File: config.mk
export PLATFORM = sky130hd
export DESIGN_NAME = countdown_timer16_flat
export DESIGN_NICKNAME = d
export VERILOG_FILES = /design/src/rtl/countdown_timer16_if.sv /design/src/rtl/countdown_timer16.sv /design/src/flat_wrapper.sv
export SDC_FILE = /design/constraint.sdc
export NUM_CORES = 1
export LEC_CHECK = 0
export BUFFER_PORTS_ARGS = -buffer_cell sky130_fd_sc_hd__buf_2
export CELL_PAD_IN_SITES_DETAIL_PLACEMENT = 1
export CELL_PAD_IN_SITES_GLOBAL_PLACEMENT = 2
export CORE_MARGIN = 2
export CORE_UTILIZATION = 25
export DETAILED_ROUTE_END_ITERATION = 10
export GPL_ROUTABILITY_DRIVEN = 0
export GPL_TIMING_DRIVEN = 0
export PLACE_DENSITY_LB_ADDON = 0.15
export REMOVE_ABC_BUFFERS = 1
export SLEW_MARGIN = 20
export SYNTH_ARGS = -nofsm -noshare
export SYNTH_HDL_FRONTEND = slang
export SYNTH_SLANG_ARGS = --single-unit
File: constraint.sdc
create_clock -name clk -period 9.5 [get_ports clk]
set_input_delay 1.9 -clock clk [delete_from_list [all_inputs] [get_ports clk]]
set_output_delay 1.9 -clock clk [all_outputs]
set_load 0.05 [all_outputs]
File: src/rtl/countdown_timer16_if.sv
// Control and status bundle for the countdown timer.
// The master drives commands and the slave (the timer) returns its status.
interface countdown_timer16_if #(
    parameter int unsigned WIDTH = 16
);
    logic             load;
    logic [WIDTH-1:0] load_val;
    logic             start;
    logic             stop;
    logic             tick;
    logic [WIDTH-1:0] count;
    logic             running;
    logic             done;
    logic             zero;

    modport master (
        output load, load_val, start, stop, tick,
        input  count, running, done, zero
    );

    modport slave (
        input  load, load_val, start, stop, tick,
        output count, running, done, zero
    );
endinterface

File: src/rtl/countdown_timer16.sv
// Loadable down-counter with start/stop control, expiry pulse and optional auto-reload.
// The decrement is a half-subtractor ripple; expiry is detected at 1, so the count never wraps.
module countdown_timer16 #(
    parameter int unsigned WIDTH       = 16,
    parameter bit          AUTO_RELOAD = 1'b0
) (
    input  logic                clk,
    input  logic                rst_n,
    countdown_timer16_if.slave  bus
);
    typedef enum logic [1:0] {
        ST_IDLE  = 2'd0,
        ST_RUN   = 2'd1,
        ST_PAUSE = 2'd2
    } state_e;

    state_e           state_q, state_d;
    logic [WIDTH-1:0] count_q, count_d;
    logic [WIDTH-1:0] reload_q, reload_d;
    logic             running_q, running_d;
    logic             done_q, done_d;
    logic [WIDTH-1:0] count_dec;
    logic [WIDTH-1:0] borrow;

    // count - 1: borrow-in of 1 rippling up through half-subtractor cells
    assign borrow[0] = 1'b1;
    for (genvar i = 0; i < WIDTH; i++) begin : g_hsub
        assign count_dec[i] = count_q[i] ^ borrow[i];
        if (i < WIDTH - 1) begin : g_borrow
            assign borrow[i+1] = ~count_q[i] & borrow[i];
        end
    end

    always_comb begin
        state_d  = state_q;
        count_d  = count_q;
        reload_d = reload_q;
        done_d   = 1'b0;

        if (bus.load) begin
            count_d  = bus.load_val;
            reload_d = bus.load_val;
            state_d  = ST_IDLE;
        end else begin
            case (state_q)
                ST_IDLE: begin
                    if (bus.start) begin
                        if (count_q != '0) state_d = ST_RUN;
                        else               done_d  = 1'b1;
                    end
                end
                ST_RUN: begin
                    if (bus.stop) begin
                        state_d = ST_PAUSE;
                    end else if (bus.tick) begin
                        if (count_q == WIDTH'(1)) begin
                            done_d = 1'b1;
                            if (AUTO_RELOAD) begin
                                count_d = reload_q;
                            end else begin
                                count_d = '0;
                                state_d = ST_IDLE;
                            end
                        end else if (count_q != '0) begin
                            count_d = count_dec;
                        end else begin
                            // zero in RUN is unreachable; fall back to IDLE rather than wrap
                            state_d = ST_IDLE;
                        end
                    end
                end
                ST_PAUSE: begin
                    if (bus.start && !bus.stop) state_d = ST_RUN;
                end
                default: state_d = ST_IDLE;
            endcase
        end

        running_d = (state_d == ST_RUN);
    end

    always_ff @(posedge clk or negedge rst_n) begin
        if (!rst_n) begin
            state_q   <= ST_IDLE;
            count_q   <= '0;
            reload_q  <= '0;
            running_q <= 1'b0;
            done_q    <= 1'b0;
        end else begin
            state_q   <= state_d;
            count_q   <= count_d;
            reload_q  <= reload_d;
            running_q <= running_d;
            done_q    <= done_d;
        end
    end

    assign bus.count   = count_q;
    assign bus.running = running_q;
    assign bus.done    = done_q;
    assign bus.zero    = (count_q == '0);
endmodule

File: src/flat_wrapper.sv
// flat-port wrapper written by rule: the top's interface ports become plain ports
module countdown_timer16_flat 
#(
    parameter int unsigned WIDTH       = 16,
    parameter bit          AUTO_RELOAD = 1'b0
)
  (clk, rst_n, bus_load, bus_load_val, bus_start, bus_stop, bus_tick, bus_count, bus_running, bus_done, bus_zero);
  countdown_timer16_if #(.WIDTH(WIDTH)) bus_i ();
  input  logic clk;
  input  logic rst_n;
  input wire logic [$bits(bus_i.load)-1:0] bus_load;
  input wire logic [$bits(bus_i.load_val)-1:0] bus_load_val;
  input wire logic [$bits(bus_i.start)-1:0] bus_start;
  input wire logic [$bits(bus_i.stop)-1:0] bus_stop;
  input wire logic [$bits(bus_i.tick)-1:0] bus_tick;
  output wire logic [$bits(bus_i.count)-1:0] bus_count;
  output wire logic [$bits(bus_i.running)-1:0] bus_running;
  output wire logic [$bits(bus_i.done)-1:0] bus_done;
  output wire logic [$bits(bus_i.zero)-1:0] bus_zero;
  assign bus_i.load = bus_load;
  assign bus_i.load_val = bus_load_val;
  assign bus_i.start = bus_start;
  assign bus_i.stop = bus_stop;
  assign bus_i.tick = bus_tick;
  assign bus_count = bus_i.count;
  assign bus_running = bus_i.running;
  assign bus_done = bus_i.done;
  assign bus_zero = bus_i.zero;
  countdown_timer16 #(.WIDTH(WIDTH), .AUTO_RELOAD(AUTO_RELOAD)) u_core (.clk(clk), .rst_n(rst_n), .bus(bus_i));
endmodule
**Word-level counts from Yosys, hierarchy flattened**

Index checks and enable logic that the tools add are counted.

- $add $sub $neg: 0
- Multipliers: 0
- Div/mod/pow operators: 0
- Magnitude comparators: 0
- Equality and inequality tests: 5
- Shift-type cells: 0
- Mux-type cells: 22
- Bitwise logic cells: 44
- Reduce and logical (&&, ||, !) cells: 9

Operator list:

| operator | count |
|---|---|
| 16-bit 2-to-1 mux | 6 |
| 16-bit by 1-bit == test with 1-bit output, second input constant | 1 |
| 16-bit zero test | 1 |
| 2-bit 2-to-1 mux | 8 |
| 16-bit nonzero test | 1 |
| 1-bit NOT | 15 |
| 1-bit XOR | 15 |
| 1-bit AND | 14 |
| 1-bit 2-to-1 mux | 6 |
| 2-bit one-hot mux with 3 select lines | 1 |
| 2-bit by 1-bit == test with 1-bit output, second input constant | 2 |
| 4-bit AND reduction | 1 |
| 2-bit nonzero test | 2 |
| 3-bit nonzero test | 1 |
| 2-bit == test, second input constant | 1 |
| 2-bit zero test | 1 |
| 2-bit inequality test, second input constant | 1 |
| 1-bit one-hot mux with 2 select lines | 1 |
| 1-bit logical AND | 1 |
| 1-bit zero test | 1 |

- Register bits: 20
- Latch bits: 0
- Memory bits (writable): 0
- ROM bits: 0
- Input port bits: 22
- Output and inout port bits: 19
- Logic and storage cells: 84
- Memories kept: 0

**Logic depth before layout (Yosys ltp)**

- Depth after elaboration: 22
- Depth in mapped cells: 18
- Gate-level depth less buffers: 18

**Worst setup path after synthesis**

No wires, ideal clock.

- Path type: reg-to-reg
- From: register u_core.count_q[0] (netlist: u_core.bus.count[0])
- To: register u_core.count_q[14] (netlist: u_core.bus.count[14])
- Setup time: 0.077 ns
- Arrival time: 3.572 ns
- Required time: 9.423 ns
- Slack: 5.851 ns
- Cell stages (with the launch flop): 19
- Path buffers: 0
- Period minus slack after synthesis: 3.649 ns
- Path through: dfrtp_1 > inv_1 > ha_1 > ha_1 > ha_1 > ha_1 > ha_1 > ha_1 > ha_1 > ha_1 > ha_1 > ha_1 > ha_1 > ha_1 > ha_1 > ha_1 > nor2_1 > mux2i_1 > o21ai_1

- Word-level cells in the longest chain between the ends: 21
- Elaborated cells between the ends (all ways): 25
- Classes of those cells: 1 x eq/ne; 6 x mux; 15 x bitwise; 3 x reduce/logical

RTL lines:

| element | line | RTL |
|---|---|---|
| start, declared | countdown_timer16.sv:18 | `logic [WIDTH-1:0] count_q, count_d;` |
| start signal, assigned | countdown_timer16.sv:91 | `count_q <= count_d;` |
| 1-bit NOT | countdown_timer16.sv:30 | `assign borrow[i+1] = ~count_q[i] & borrow[i];` |
| 1-bit AND (13 in a row) | countdown_timer16.sv:30 |  |
| 1-bit XOR | countdown_timer16.sv:28 | `assign count_dec[i] = count_q[i] ^ borrow[i];` |
| 16-bit 2-to-1 mux | countdown_timer16.sv:64 | `end else if (count_q != '0) begin` |
| 16-bit 2-to-1 mux | countdown_timer16.sv:56 | `if (count_q == WIDTH'(1)) begin` |
| 16-bit 2-to-1 mux | countdown_timer16.sv:55 | `end else if (bus.tick) begin` |
| 16-bit 2-to-1 mux | countdown_timer16.sv:53 | `if (bus.stop) begin` |
| 16-bit 2-to-1 mux | countdown_timer16.sv:45 | `case (state_q)` |
| 16-bit 2-to-1 mux | countdown_timer16.sv:40 | `if (bus.load) begin` |

Several ways; a longest one is shown, not always the timed one. The select of a mux whose other input is x is not followed.
A chain may end at the register's enable or synchronous reset.

**Worst setup path in the final report**

- From: register u_core.count_q[14] (netlist: u_core.bus.count[14])
- To: output bus_zero

- Word-level cells in the longest chain between the ends: 1

RTL lines:

| element | line | RTL |
|---|---|---|
| 16-bit zero test | countdown_timer16.sv:101 | `assign bus.zero = (count_q == '0);` |
| end, declared | flat_wrapper.sv:19 | `output wire logic [$bits(bus_i.zero)-1:0] bus_zero;` |

No other way between the ends.

==> flow_summary_export.csv <==
group,metric,value,unit
cells_and_area,diodes,0,
place,placedInstanceArea,0.00163,mm²
timing,slew_headroom,55.8,%
global_routing,grt_pass1_vias,1303,
cts,cts_tree,"done",
power,leakagePower,0.912,nW
hold_path,hold_path.class,"reg2reg",
flow_run,max_cap_viol_count,0,
setup_path,worstSetupStartpointType,"flip-flop",
floorplanning,die_y,77.7,µm
cells_and_area,nFillCells,618,
logic_synthesis,synth-edff-count,0,
detailed_routing,drt_iter0_markers,41,
power,switchingPower,0.0970,mW
detailed_routing,wl_per_cell,13.8,µm
floorplanning,io_pins,41,
outcome,outcome,"finished clean",
logic_synthesis,async_flop_share,100,%
logic_synthesis,ys_ff_latch,20,
cts,clockBufferDepth,2,
logic_synthesis,yosys.area.top_type_share,36.8,%
floorplanning,die_area,0.00604,mm²
logic_synthesis,synth_area,0.00136,mm²
power,powerDensity,147,mW/mm²
timing,slew_violations,0,
cells_and_area,drive_gt1_share,25.7,%
cts,clk_pin_slew,0.08,ns
cells_and_area,areaGrowthSynthToFinish,23.0,%
timing,tightest_slew,0.662,ns
setup_path,crit_arrival,1.81,ns
cts,cts_sinks,20,
cells_and_area,fin_area,0.00167,mm²
floorplanning,start_util,26.3,%
power,p_total,0.247,mW
cts,post_cts_hold_buffer_count,0,
power,pwr-share-seq,42.4,%
power,swShare,39.4,%
setup_path,critPathMaxFanout,4,
detailed_routing,dr.pass1.iters,4,
detailed_routing,drc,0,
detailed_routing,drt_wl_total,3550,µm
power,share_comb_of_total_power,34.0,%
logic_synthesis,synth_top_flop_cell,"dfrtp_1",
timing,fin_crit_sh,39.0,%
cells_and_area,seq_area,500,µm²
timing,rsz0062_at_grt,"false",
cts,clk-insertion-delay-late,0.26,ns
timing,max_freq,0.270,GHz
logic_synthesis,yosysWarnings,0,
floorplanning,core_area,0.00517,mm²
cells_and_area,nNetsFinal,226,
setup_path,required,7.60,ns
global_routing,grt_usage,13.1,%
logic_synthesis,yosys-top-cells-count,"dfrtp_1 (20), inv_1 (18), nor2_1 (16)",
detailed_routing,via_per_inst,4.51,
place,io_buffers,40,
global_routing,overflow,0,
timing,setup_violations,0,
global_routing,grt_max_degree,40,
setup_path,critPathKind,"reg2out",
setup_path,endpoint_kind,"output port",
logic_synthesis,yosys-top-cells-area,"dfrtp_1 (37%), ha_1 (14%), mux2i_1 (9.6%), inv_1 (5.0%), nor2_1 (4.4%)",
detailed_routing,via_count,1158,
cells_and_area,multi_input_area,752,µm²
place,post-dp-hpwl,2670,µm
cts,ctsResizeCount,0,
timing,hold_viol,0,
logic_synthesis,ys_seq_area_share,36.8,%
timing,setup_tns,0,ns
logic_synthesis,yosysTopAreaCell,"dfrtp_1",
logic_synthesis,post-synth-top-count-cell,"dfrtp_1",
cts,htree_num_levels,1,
detailed_routing,ant_nets,0,
logic_synthesis,postSynthCellCount,150,
power,clkPwrFrac,23.6,%
timing,finClkSkew,0.00426,ns
logic_synthesis,yosysUniqueCellTypes,33,
global_routing,antenna_found_initial,0,
cts,cts_setup_buffers,0,
power,ir_worst_vdd,0.0000569,V
cts,cts_buffers,3,
global_routing,grt_pass1_wl,6250,µm
floorplanning,core.rowCount,26,
floorplanning,die_w,77.7,µm
logic_synthesis,avgSynthCellArea,9.06,µm²
cts,cts-root-buf,"clkbuf_8",
power,cell_internal_pwr,0.150,mW
timing,period_needed,3.71,ns
## through the flow
step / hold slack, ns / std cells / utilization (%) / worst slack [ns]
6_report: 0.585 / 257 / 32.3 / 5.79
5_1_grt: 0.642 / 257 / 32.3 / 5.64
4_1_cts: 0.593 / 257 / 32.3 / 5.79
3_5_place_dp: 0.570 / 254 / 31.5 / 5.89
3_3_place_gp: 0.571 / 252 / 31.1 / 5.91
2_1_floorplan: 0.528 / 142 / - / 5.84
## registers in the layout, summed over array words and instances (netlist names)
| register | flops |
|---|---|
| u_core.bus.done | 1 |
| u_core.state_q | 2 |
| u_core.bus.running | 1 |
| u_core.bus.count | 16 |
## placed cells by master (no fill, tap or decap), types with 2 or more instances in the layout
master / n
nor3_1: 3
clkbuf_8: 3
ha_1: 15
dfrtp_1: 20
mux2i_1: 13
o21ai_0: 4
nor2b_1: 2
o32ai_1: 3
o21ai_1: 9
a21oi_1: 3
nor3b_1: 3
nand2_1: 14
inv_1: 18
a22oi_1: 2
buf_6: 2
buf_2: 40
nor2_1: 16
nor4_1: 3
## critical path, stage by stage (launching register included)
cell and delay, ns:
dfrtp_1 0.41, nor4_1 0.50, and4_1 0.35, buf_2 0.29
## routing by layer
layer,vias to the layer above,routed length [µm],GRT usage [%]
met5,-,0,0
met4,0,31,3.21
met2,24,1680,21.7
met3,4,140,2.33
met1,538,1700,17.7
li1,592,-,-
## cell type report
| type | instances | share of cell area, % |
|---|---|---|
| clock buffer | 3 | 2.47 |
| multi-input combinational | 104 | 45.0 |
| timing repair buffer | 42 | 13.3 |
| inverter | 18 | 4.04 |
| tap | 70 | 5.24 |
| sequential | 20 | 29.9 |
## logic make-up after synthesis
family / after synthesis / share of synthesized area, %
DFF: 20 / 36.8
xor gates and xnor gates: 1 / 0.645
muxes: 14 / 10.4
adders and majority gates: 15 / 13.8
buffers and inverters: 26 / 7.83
AOI/OAI and AO/OA: 24 / 12.3
and+or+nand+nor: 50 / 18.1
## worst paths after layout
| kind | start | endpoint | slack, ns | depth (start not counted) |
|---|---|---|---|---|
| setup / recovery | u_core.bus.count[14]$_DFFE_PN0P_ | bus_zero | 5.79 | 3 |
| max in group asynchronous | rst_n | u_core.bus.count[4]$_DFFE_PN0P_ | 7.56 | 1 |
| setup reg to reg | u_core.bus.count[0]$_DFFE_PN0P_ | u_core.bus.count[14]$_DFFE_PN0P_ | 5.92 | 18 |
| hold reg to reg | u_core.bus.count[1]$_DFFE_PN0P_ | u_core.bus.count[1]$_DFFE_PN0P_ | 0.59 | 2 |
| min in group asynchronous | rst_n | u_core.state_q[1]$_DFF_PN0_ | 1.60 | 1 |
| hold / removal | u_core.bus.count[1]$_DFFE_PN0P_ | u_core.bus.count[1]$_DFFE_PN0P_ | 0.59 | 2 |
## power by group through the flow
stage | Combinational (mW) | Sequential, mW | Clock (mW)
6_report | 0.0839 | 0.104 | 0.0582
5_1_grt | 0.0942 | 0.106 | 0.0649
4_1_cts | 0.0856 | 0.105 | 0.0622
3_5_place_dp | 0.0852 | 0.106 | 0
3_3_place_gp | 0.0825 | 0.106 | 0
2_1_floorplan | 0.0319 | 0.132 | 0
(Power assumes the default switching activity.)
